===== src/rtl/pipeline_ctrl.sv =====
// Stall/flush sequencer for the five-stage pipeline: gates I/D memory requests,
// holds early cache responses, and drives pipeline-register enables and flushes.
module pipeline_ctrl #(
  parameter logic [31:0] RESET_CNT = 32'd0
) (
  input  logic        clk,
  input  logic        rst,
  input  logic        imem_resp,
  input  logic [31:0] imem_rdata,
  output logic        imem_read,
  output logic [31:0] instr_out,
  input  logic        ex_dmem_read,
  input  logic        ex_dmem_write,
  input  logic        dmem_resp,
  input  logic [31:0] dmem_rdata,
  output logic        dmem_read,
  output logic        dmem_write,
  output logic [31:0] load_data_out,
  input  logic        br_redirect,
  input  logic        idex_mem_read,
  input  logic [4:0]  idex_rd,
  input  logic [4:0]  ifid_rs1,
  input  logic [4:0]  ifid_rs2,
  input  logic        ifid_use_rs1,
  input  logic        ifid_use_rs2,
  output logic        pc_en,
  output logic        ifid_en,
  output logic        ifid_flush,
  output logic        idex_en,
  output logic        idex_flush,
  output logic        exmem_en,
  output logic        memwb_en,
  output logic [31:0] stall_cycles,
  output logic [31:0] bubble_cycles
);

  localparam int unsigned XLEN = 32;
  localparam int unsigned RW   = 5;

  logic            imem_done_q, imem_done_d;
  logic            dmem_done_q, dmem_done_d;
  logic [XLEN-1:0] ibuf_q, ibuf_d;
  logic [XLEN-1:0] dbuf_q, dbuf_d;
  logic [XLEN-1:0] stall_q, stall_d;
  logic [XLEN-1:0] bubble_q, bubble_d;

  logic dmem_need;
  logic imem_ok;
  logic dmem_ok;
  logic mem_stall;
  logic lu;

  // Hazard and stall qualifiers
  always_comb begin
    dmem_need = ex_dmem_read | ex_dmem_write;
    imem_ok   = imem_resp | imem_done_q;
    dmem_ok   = ~dmem_need | dmem_resp | dmem_done_q;
    mem_stall = ~(imem_ok & dmem_ok);
    lu        = idex_mem_read & (idex_rd != RW'(0)) &
                ((ifid_use_rs1 & (ifid_rs1 == idex_rd)) |
                 (ifid_use_rs2 & (ifid_rs2 == idex_rd)));
  end

  // Requests, data muxes and pipeline-register control, highest priority first
  always_comb begin
    imem_read     = 1'b0;
    dmem_read     = 1'b0;
    dmem_write    = 1'b0;
    pc_en         = 1'b0;
    ifid_en       = 1'b0;
    ifid_flush    = 1'b0;
    idex_en       = 1'b0;
    idex_flush    = 1'b0;
    exmem_en      = 1'b0;
    memwb_en      = 1'b0;
    instr_out     = imem_done_q ? ibuf_q : imem_rdata;
    load_data_out = dmem_done_q ? dbuf_q : dmem_rdata;
    if (!rst) begin
      imem_read  = ~imem_done_q;
      dmem_read  = ex_dmem_read & ~dmem_done_q;
      dmem_write = ex_dmem_write & ~dmem_done_q;
      if (mem_stall) begin
        pc_en = 1'b0;
      end else if (br_redirect) begin
        pc_en      = 1'b1;
        ifid_en    = 1'b1;
        ifid_flush = 1'b1;
        idex_en    = 1'b1;
        idex_flush = 1'b1;
        exmem_en   = 1'b1;
        memwb_en   = 1'b1;
      end else if (lu) begin
        idex_en    = 1'b1;
        idex_flush = 1'b1;
        exmem_en   = 1'b1;
        memwb_en   = 1'b1;
      end else begin
        pc_en    = 1'b1;
        ifid_en  = 1'b1;
        idex_en  = 1'b1;
        exmem_en = 1'b1;
        memwb_en = 1'b1;
      end
    end
  end

  // Capture a response that lands while the other port still stalls
  always_comb begin
    imem_done_d = imem_done_q;
    dmem_done_d = dmem_done_q;
    ibuf_d      = ibuf_q;
    dbuf_d      = dbuf_q;
    stall_d     = stall_q;
    bubble_d    = bubble_q;
    if (mem_stall) begin
      stall_d = stall_q + XLEN'(1);
      if (imem_resp && !imem_done_q) begin
        imem_done_d = 1'b1;
        ibuf_d      = imem_rdata;
      end
      if (dmem_resp && !dmem_done_q) begin
        dmem_done_d = 1'b1;
        dbuf_d      = dmem_rdata;
      end
    end else begin
      imem_done_d = 1'b0;
      dmem_done_d = 1'b0;
      if (br_redirect || lu) begin
        bubble_d = bubble_q + XLEN'(1);
      end
    end
  end

  always_ff @(posedge clk) begin
    if (rst) begin
      imem_done_q <= 1'b0;
      dmem_done_q <= 1'b0;
      ibuf_q      <= '0;
      dbuf_q      <= '0;
      stall_q     <= RESET_CNT;
      bubble_q    <= RESET_CNT;
    end else begin
      imem_done_q <= imem_done_d;
      dmem_done_q <= dmem_done_d;
      ibuf_q      <= ibuf_d;
      dbuf_q      <= dbuf_d;
      stall_q     <= stall_d;
      bubble_q    <= bubble_d;
    end
  end

  assign stall_cycles  = stall_q;
  assign bubble_cycles = bubble_q;

endmodule


===== config.mk =====
export PLATFORM = sky130hd
export DESIGN_NAME = pipeline_ctrl
export DESIGN_NICKNAME = d
export VERILOG_FILES = /design/src/rtl/pipeline_ctrl.sv
export SDC_FILE = /design/constraint.sdc
export NUM_CORES = 1
export LEC_CHECK = 0
export CAP_MARGIN = 20
export CORE_MARGIN = 2
export CORE_UTILIZATION = 30
export DETAILED_ROUTE_END_ITERATION = 10
export SLEW_MARGIN = 40
export SYNTH_ARGS = -nofsm -noshare
export SYNTH_HDL_FRONTEND = slang
export SYNTH_SLANG_ARGS = --single-unit
export TNS_END_PERCENT = 10

===== constraint.sdc =====
create_clock -name clk -period 2.25 [get_ports clk]
set_clock_uncertainty 0.05 [all_clocks]
set_input_delay 0.45 -clock clk [delete_from_list [all_inputs] [get_ports clk]]
set_output_delay 0.45 -clock clk [all_outputs]
set_load 0.01 [all_outputs]

* Word level (Yosys, flattened, before mapping)
Cells that the tools add are included.
** Word-level totals
- Output and inout port bits :: 138
- Bits in registers :: 130
** Cells by class
- Mux-type cells :: 18
- Bitwise operators :: 16
- Reductions and logical operators :: 10
- Add/subtract/negate cells :: 2
- Equal/unequal tests :: 2
** Operators by type and width (number)
- $add A32 B1 Y32 const B :: 2
- $mux W32 :: 2
- $mux W1 :: 16
- $eq A5 B5 Y1 :: 2
- $and A1 B1 Y1 :: 7
- $reduce_and A2 Y1 :: 3
- $or A1 B1 Y1 :: 5
- $reduce_bool A5 Y1 :: 1
- $not A1 Y1 :: 4
- $logic_and A1 B1 Y1 :: 2
- $logic_not A1 Y1 :: 2
- $reduce_or A2 Y1 :: 1
- $logic_or A1 B1 Y1 :: 1

* Depth between registers and ports, before layout
- Word-level depth :: 8
- Gate-level depth with buffers :: 9

* Least setup slack after synthesis
OpenSTA, ideal clock, no wires.
- Kind :: input to output
- Start :: in ex_dmem_write
- End :: out pc_en
- Cell stages on the path :: 8
- Slack :: -0.124 ns
- Data arrival time :: 1.874 ns
- Required time :: 1.750 ns
- Path buffers :: 4
- Cell sequence :: nor2_1 -> o32ai_1 -> buf_2 -> buf_2 -> buf_2 -> nor2_1 -> o21a_1 -> buf_4
** Between the ends
- Word-level cells in the longest chain between the ends :: 7
** RTL lines
- from (decl) :: line 13 : input logic ex_dmem_write,
- $or A1 B1 Y1 :: line 55 : dmem_need = ex_dmem_read | ex_dmem_write;
- $not A1 Y1 :: line 57 : dmem_ok = ~dmem_need | dmem_resp | dmem_done_q;
- $or A1 B1 Y1 (2 in a row) :: line 57
- $and A1 B1 Y1 :: line 58 : mem_stall = ~(imem_ok & dmem_ok);
- $mux W1 (2 in a row)
- to (decl) :: line 26 : output logic pc_en,
Every way passes these cells.

* Worst setup path in the final report
- Start :: in idex_rd[4]
- End :: out idex_flush
** Between the ends
- Word-level cells in the longest chain between the ends :: 8
** RTL lines
- from (decl) :: line 21 : input logic [4:0] idex_rd,
- $eq A5 B5 Y1 (on tied branches) :: line 60, 61
- $and A1 B1 Y1 (on tied branches) :: line 60, 61
- $or A1 B1 Y1 :: line 60 : ((ifid_use_rs1 & (ifid_rs1 == idex_rd)) |
- $and A1 B1 Y1 (*) :: line 59 : lu = idex_mem_read & (idex_rd != RW'(0)) &
- $mux W1 (*) :: line 92 : end else if (lu) begin
- $mux W1 (*) :: line 84 : end else if (br_redirect) begin
- $mux W1 (*) :: line 82 : if (mem_stall) begin
- $mux W1 (*) :: line 78 : if (!rst) begin
- to (decl) :: line 30 : output logic idex_flush,
Every way passes the cells marked *; elsewhere a longest branch is shown, timed or not.

==> results.md <==
- The count of unique library cells instantiated by Yosys is 45.
- The number of top-level pins is 227.
- The antenna diode count is 0.
- The portion of the clock cycle consumed by the worst path in the final layout is 98.60%.
- The master cell of the clock root buffer is sky130_fd_sc_hd__clkbuf_16.
- The critical path contains buffers and inverters numbering 2 combined.
- The most used flip-flop cell after synthesis is sky130_fd_sc_hd__dfxtp_1.
- The worst-case headroom to the max-slew limit is 66.18%.
- Dividing total power by cell area gives a power density of 643.7 mW/mm².
- The kind of cell with the highest combined delay along the critical path is simple AND/OR/NAND/NOR gates.
- The area added between synthesis and finish is 52.88%.
- The flow ran to the end, and the final reports show no timing, DRC or antenna violations.
- After detailed routing, the total wire length is 18.84 mm.
- The peak ir drop on the vdd network is 0.4507 mV.
- The initial antenna violation count is 0.
- The global routing usage summed across all routing layers is 16.52%.
- The summed negative setup slack over all endpoints is 0 ns.
- The critical path startpoint category is an input port.
- The clock passes through at most 2 buffers.
- After synthesis, the share of flip-flops with an asynchronous set or reset is 0%.
- Fill cells in the final layout number 2097.
- The share of cells above drive strength 1 is 17.19%.
- In the routed layout, each cell is associated on average with a via count of 4.861.
- The HPWL after detailed placement is 12.72 mm.
- Input and output buffers added on the ports amount to 226.
- The row count is 53.
- Max-cap violations in this run came to 0.
- The count of routing violations after the opening detailed-route iteration is 222.
- The post-synthesis register bit count is 130.
- The path class of the lowest-slack min-delay path is reg2reg.
- The area of the mapped netlist is 0.006362 mm².
- The worst-skew pair later-pin latency is 0.41 ns.
- The least setup slack across all paths after layout is 0.03149 ns.
- The maximum clock rate is 450.8 MHz.
- The final period demand of the worst path is 2.219 ns.
- Of all cell types, the one taking the most synthesized area is sky130_fd_sc_hd__dfxtp_1.
- The initial utilization of the core area, before any placement, comes to 30.46%.
- Measured along the y axis, the die boundary spans 149.6 µm.
- The signal on the critical path passes through buf_2, or4_4, o21a_1, a21oi_4, nor3_2, buf_2.
- The CTS tree is built.
- Entering global routing, the biggest net connects 46 pins.
- The endpoint required time on the critical path is 1.75 ns.
- The core region is 0.02089 mm².
- The count of nets left with antenna violations after detail routing is 0.
- The register area share after synthesis is 40.90%.
- The first global-routing pass estimated 29.35 mm of wire.
- The kind of end point of the critical path is an output port.
- The routed wirelength normalized by instance count is 14.83 µm.
- The mean instance size in the synthesized netlist is 8.438 µm².
- The floorplan step defined a die boundary enclosing 0.02239 mm².
- Detailed routing inserted a total of 6173 vias.
- The weighted congestion reported at the end of routability-driven placement is 0.7717.
- The post-CTS clock slew at the launch and capture registers of the worst setup and hold paths is 0.05 ns.
- The synthesized design contains 0 enable-type register cells.
- The CTS sink count is 130.
- The critical path in this run is classified as in2out.
- For this design the static power due to leakage is 3.568 nW.
- The share of the synthesized area in the top cell type is 40.90%.
- After the last flow step, the layout net total stands at 1073.
- The die boundary width is 149.6 µm.
- Setup violations remaining at the end of the flow were counted as 0.
- When the netlist entered floorplanning its net count stood at 845.
- The total number of H-tree levels is 4.
- By instance count, the cell type seen most on the critical path is sky130_fd_sc_hd__buf_2.
- Sorting the synthesized cells by area gives the leading types as sky130_fd_sc_hd__dfxtp_1 41%, sky130_fd_sc_hd__mux2_2 11%, sky130_fd_sc_hd__nand2_1 8.8%.
- The number of buffers inserted during clock tree synthesis is 17.
- The total number of yosys warnings is 0.
- The max-slew violation count is 0.
- The critical-path cell with the highest stage delay is sky130_fd_sc_hd__or4_4.
- The slew at the pin closest to its max-slew limit is 0.5073 ns.
- The cell count after synthesis came out at 754.
- At the placement stage, the worst setup path has a slack of -0.6947 ns.
- For this run, the slowest stage of the critical path takes 0.53 ns.
- The hold violation total from the final report came to 0.
- The total global routing overflow is 0.
- The DRC violation count after routing is 0.
- The worst path arrival time is 1.72 ns.
- The maximum net fanout on the critical path is 3.
- The number of detailed-route iterations in the first pass is 4.
- The tightest hold margin is 0.4003 ns.
- The number of global-route vias before repair came to 5739.
- Setup repair after global routing could not meet its margin everywhere.
==> flip-flops by register name, summed over array words and instances, names as in the netlist <==
| register | cells |
|---|---|
| ibuf_q | 32 |
| bubble_cycles | 32 |
| dbuf_q | 32 |
| imem_done_q | 1 |
| dmem_done_q | 1 |
| stall_cycles | 32 |
==> power breakdown <==
group / internal, mW / total, mW / switching, mW / leakage [nW]
Sequential: 2.36 / 2.40 / 0.0385 / 1.05
Combinational: 0.456 / 0.865 / 0.409 / 2.21
Clock: 1.92 / 2.99 / 1.08 / 0.307
Total: 4.74 / 6.26 / 1.52 / 3.57
==> per-layer routing <==
| metal | GRT usage [%] | part of all wire (%) | vias up |
|---|---|---|---|
| li1 | - | - | 3127 |
| met1 | 20.08 | 44 | 2895 |
| met2 | 27.61 | 48 | 135 |
| met3 | 5.366 | 6.4 | 16 |
| met4 | 5.333 | 1.4 | 0 |
| met5 | 0 | 0 | - |
==> final timing paths <==
path          startpoint          endpoint  slack [ns]  cells after the start
max           idex_rd[4]        idex_flush        0.03                      6
min           ibuf_q[28]        ibuf_q[28]        0.40                      2
max reg2reg  dmem_done_q  stall_cycles[28]        0.15                      7
min reg2reg   ibuf_q[28]        ibuf_q[28]        0.40                      2
==> logic make-up after synthesis <==
group                      Yosys count  synth area share [%]
muxes                               65                 11.48
AOI/OAI and AO/OA                  137                 12.45
and+or+nand+nor                    309                 24.46
xor gates and xnor gates            39                 5.369
buffers and inverters               72                 4.936
adders and majority gates            2                0.3933
DFF                                130                 40.90
==> cells in the mapped netlist, types with 2 or more instances <==
cell	count
sky130_fd_sc_hd__and3_1	9
sky130_fd_sc_hd__o41ai_1	3
sky130_fd_sc_hd__and2_1	2
sky130_fd_sc_hd__dfxtp_1	130
sky130_fd_sc_hd__nand2_1	149
sky130_fd_sc_hd__mux2_2	64
sky130_fd_sc_hd__o21a_1	3
sky130_fd_sc_hd__buf_6	2
sky130_fd_sc_hd__clkbuf_1	45
sky130_fd_sc_hd__buf_4	5
sky130_fd_sc_hd__nor3b_1	4
sky130_fd_sc_hd__or4_1	26
sky130_fd_sc_hd__o31ai_1	26
sky130_fd_sc_hd__buf_2	8
sky130_fd_sc_hd__a21oi_1	96
sky130_fd_sc_hd__nand4_1	17
sky130_fd_sc_hd__or3_1	5
sky130_fd_sc_hd__or4b_2	3
sky130_fd_sc_hd__nand3_1	20
sky130_fd_sc_hd__and4_1	6
sky130_fd_sc_hd__xnor2_1	27
sky130_fd_sc_hd__inv_1	9
sky130_fd_sc_hd__nor4_1	9
sky130_fd_sc_hd__nor4b_1	2
sky130_fd_sc_hd__buf_1	3
sky130_fd_sc_hd__nor2_1	37
sky130_fd_sc_hd__ha_1	2
sky130_fd_sc_hd__o21ba_2	2
sky130_fd_sc_hd__nor3_1	9
sky130_fd_sc_hd__xor2_1	12
sky130_fd_sc_hd__nand3b_1	2
sky130_fd_sc_hd__nand4_2	2
sky130_fd_sc_hd__o21ai_0	3
==> timing repair <==
item	4_1_cts	5_1_grt
hold buffers	0	0
gates cloned	2	0
setup endpoints to repair	96	6
buffers inserted	2	0
resized for setup	113	7
pin swaps	15	7
==> placed cells by master (no fill, tap or decap), types with 4 or more instances in the layout <==
cell,instances
sky130_fd_sc_hd__xnor2_1,27
sky130_fd_sc_hd__nor3_1,8
sky130_fd_sc_hd__and4_1,6
sky130_fd_sc_hd__or4_1,25
sky130_fd_sc_hd__inv_1,9
sky130_fd_sc_hd__o31ai_1,26
sky130_fd_sc_hd__mux2_2,64
sky130_fd_sc_hd__clkbuf_16,17
sky130_fd_sc_hd__nand3_1,20
sky130_fd_sc_hd__buf_2,5
sky130_fd_sc_hd__nor4_1,9
sky130_fd_sc_hd__dfxtp_1,128
sky130_fd_sc_hd__clkdlybuf4s50_1,134
sky130_fd_sc_hd__or3_1,5
sky130_fd_sc_hd__xor2_1,12
sky130_fd_sc_hd__nor3b_1,4
sky130_fd_sc_hd__and3_1,9
sky130_fd_sc_hd__dlygate4sd2_1,81
sky130_fd_sc_hd__a21oi_1,96
sky130_fd_sc_hd__buf_4,40
sky130_fd_sc_hd__nor2_1,35
sky130_fd_sc_hd__nand4_1,17
sky130_fd_sc_hd__nand2_1,149
sky130_fd_sc_hd__buf_12,5
sky130_fd_sc_hd__bufinv_16,4
==> through the flow <==
| stage | cell area (µm²) | util [%] | instances | total power, mW |
|---|---|---|---|---|
| final | 9727 | 46.56 | 1270 | 6.261 |
| after global routing | 9727 | 46.56 | 1270 | 6.532 |
| after CTS | 9714 | 46.50 | 1270 | 6.378 |
| after detailed placement | 9120 | 43.66 | 1234 | 3.388 |
| after global placement | 9120 | 43.66 | 1234 | 3.386 |
| after floorplan | 6380 | - | 754 | 2.872 |
==> layout make-up <==
cell class | count | area, µm² | area share, %
tap | 275 | 344.1 | 3.537
multi-input combinational | 552 | 3517 | 36.16
clock buffer | 20 | 456.7 | 4.695
clock inverter | 12 | 180.2 | 1.852
timing repair buffer | 272 | 2585 | 26.58
sequential | 130 | 2610 | 26.83
inverter | 9 | 33.78 | 0.3473
==> worst reg2reg max path: cells and delay by family (launching register included) <==
family	cells	cell delay, ns
XOR/XNOR	1	0.16
AND/OR/NAND/NOR	3	0.66
flip-flops	1	0.38
AO/OA/AOI/OAI	1	0.34
buffers and inverters	2	0.39
No activity file was read; power rests on OpenSTA's default activity.
==> edit (config.mk and constraints unchanged) <==
Reset style: asynchronous (`rst`), changed in one clocked block.
--- a/src/rtl/pipeline_ctrl.sv
+++ b/src/rtl/pipeline_ctrl.sv
@@ -131,7 +131,7 @@
     end
   end
 
-  always_ff @(posedge clk) begin
+  always_ff @(posedge clk or posedge rst) begin
     if (rst) begin
       imem_done_q <= 1'b0;
       dmem_done_q <= 1'b0;
Behaviour: differs if rst is asserted again (counterexample within 4 cycles, from zero or initial values and one cycle with rst high); with rst held inactive, the same outputs for 10 cycles.
==> edit against the unedited design <==
Via count is 21% lower; cell area is 0.35% higher; area after synthesis is 0.92% lower; setup slack worse by 0.032 ns; critical path type unchanged; routed wire length is 12% lower; the run now ends with setup timing left; die area is 0.90% lower; synthesized cell count is 33% lower; register-to-register slack better by 0.12 ns; sequential cell count stayed put; total power is 20% higher; critical endpoint unchanged.
==> edit: results (changes against the unedited design) <==
Run status - complete, but fails checks (was complete, no violations)
Violations in the final reports - setup timing
Leading post-synthesis cells by cell area - sky130_fd_sc_hd__dfrtp_1, sky130_fd_sc_hd__mux2_2, sky130_fd_sc_hd__xnor2_1 (was sky130_fd_sc_hd__dfxtp_1, sky130_fd_sc_hd__mux2_2, sky130_fd_sc_hd__nand2_1)
Half-perimeter wire length after detailed placement - 11890 µm (was 12720 µm)
Number of cells traversed by the worst hold path - 1 (was 2)
Leakage power figure - 0.004202 µW (was 0.003568 µW)
Post-place setup slack - -0.7920 ns (was -0.6947 ns)
Met2 Use GR - 25.85% (was 27.61%)
Drt pass-1 iters - 5 (was 4)
Arr. time, crit path - 1.75 ns (was 1.72 ns)
DR WL met3 - 1052 µm (was 1197 µm)
Depth of the worst register-to-register path - 6 (was 7)
Total Nets Final - 863 (was 1073)
Xor/xnor share of the synthesized area - 10.00% (was 5.369%)
Adder and majority gate portion of the synthesized area - 0.3970% (was 0.3933%)
Synthesized-area fraction occupied by ao, oa, aoi and oai cells - 1.389% (was 12.45%)
Leading cell types by count after synthesis - sky130_fd_sc_hd__dfrtp_1, sky130_fd_sc_hd__mux2_2, sky130_fd_sc_hd__xnor2_1 (was sky130_fd_sc_hd__nand2_1, sky130_fd_sc_hd__dfxtp_1, sky130_fd_sc_hd__a21oi_1)
Final setup viols - 1 (was 0)
Met2 wire length - 8164 µm (was 9129 µm)
Fraction of the yosys area taken by sequential cells - 51.61% (was 40.90%)
Global-route wire length before repair - 26810 µm (was 29350 µm)
Flop-to-flop setup slack - 0.27 ns (was 0.15 ns)
Global routing usage on met3 - 4.526% (was 5.366%)
Share of cell area taken by muxes after synthesis - 22.87% (was 11.48%)
Total track usage - 15.33% (was 16.52%)
Number of buffers inserted by post-CTS setup repair - 5 (was 2)
Count of cell types in the netlist - 38 (was 45)
Fraction of synthesis flops using an asynchronous set or reset pin - 100.0% (was 0%)
Hold Crit Start - bubble_cycles[31]$_DFFE_PP0P_ (was ibuf_q[28]$_SDFFE_PP0P_)
Weighted congestion at the end of routability-driven global placement - 0.7272 (was 0.7717)
Detailed-route wire length on metal 1 - 7287 µm (was 8256 µm)
Initial detailed-routing violation count - 96 (was 222)
Met1 GRT Util - 19.07% (was 20.08%)
Transition time at the pin with the least slew margin - 0.7265 ns (was 0.5073 ns)
Syn Nets - 597 (was 845)
Share of layout cells above drive strength 1 - 29.81% (was 17.19%)
Largest voltage drop on the vdd net - 500.2 µV (was 450.7 µV)
Final setup slack of the worst path - -0.0003962 ns (was 0.03149 ns)
Post-DR wirelength/cell - 15.71 µm (was 14.83 µm)
-- edit: power by group --
group          switching (µW)  total, µW  internal, µW
clock                    1070       2870          1790
combinational             660       1670          1010
sequential                268       3000          2730
total                    2000       7530          5530
-- edit: critical path: cells and delay by family --
kind,cells,cell delay [ns]
compound gates,2,0.23
buf+inv,3,0.37
simple gates,2,0.71
-- edit: metrics by stage --
stage / utilization (%) / cells / instance area [µm²] / hold WS, ns
floorplan: - / 506 / 6307 / 0.4236
global placement: 43.81 / 1022 / 9123 / 0.4125
detailed placement: 43.81 / 1022 / 9123 / 0.4125
CTS: 46.51 / 1059 / 9684 / 0.4246
global route: 46.88 / 1060 / 9761 / 0.4422
finish: 46.88 / 1060 / 9761 / 0.4172
-- edit: area by class of cell --
class | count | area, µm²
Clock inverter | 13 | 172.7
Fill cell | 1942 | 11060
Tap cell | 275 | 344.1
Inverter | 6 | 26.28
Timing Repair Buffer | 269 | 2551
Sequential cell | 130 | 3256
Clock buffer | 19 | 442.9
Multi-Input combinational cell | 348 | 2968
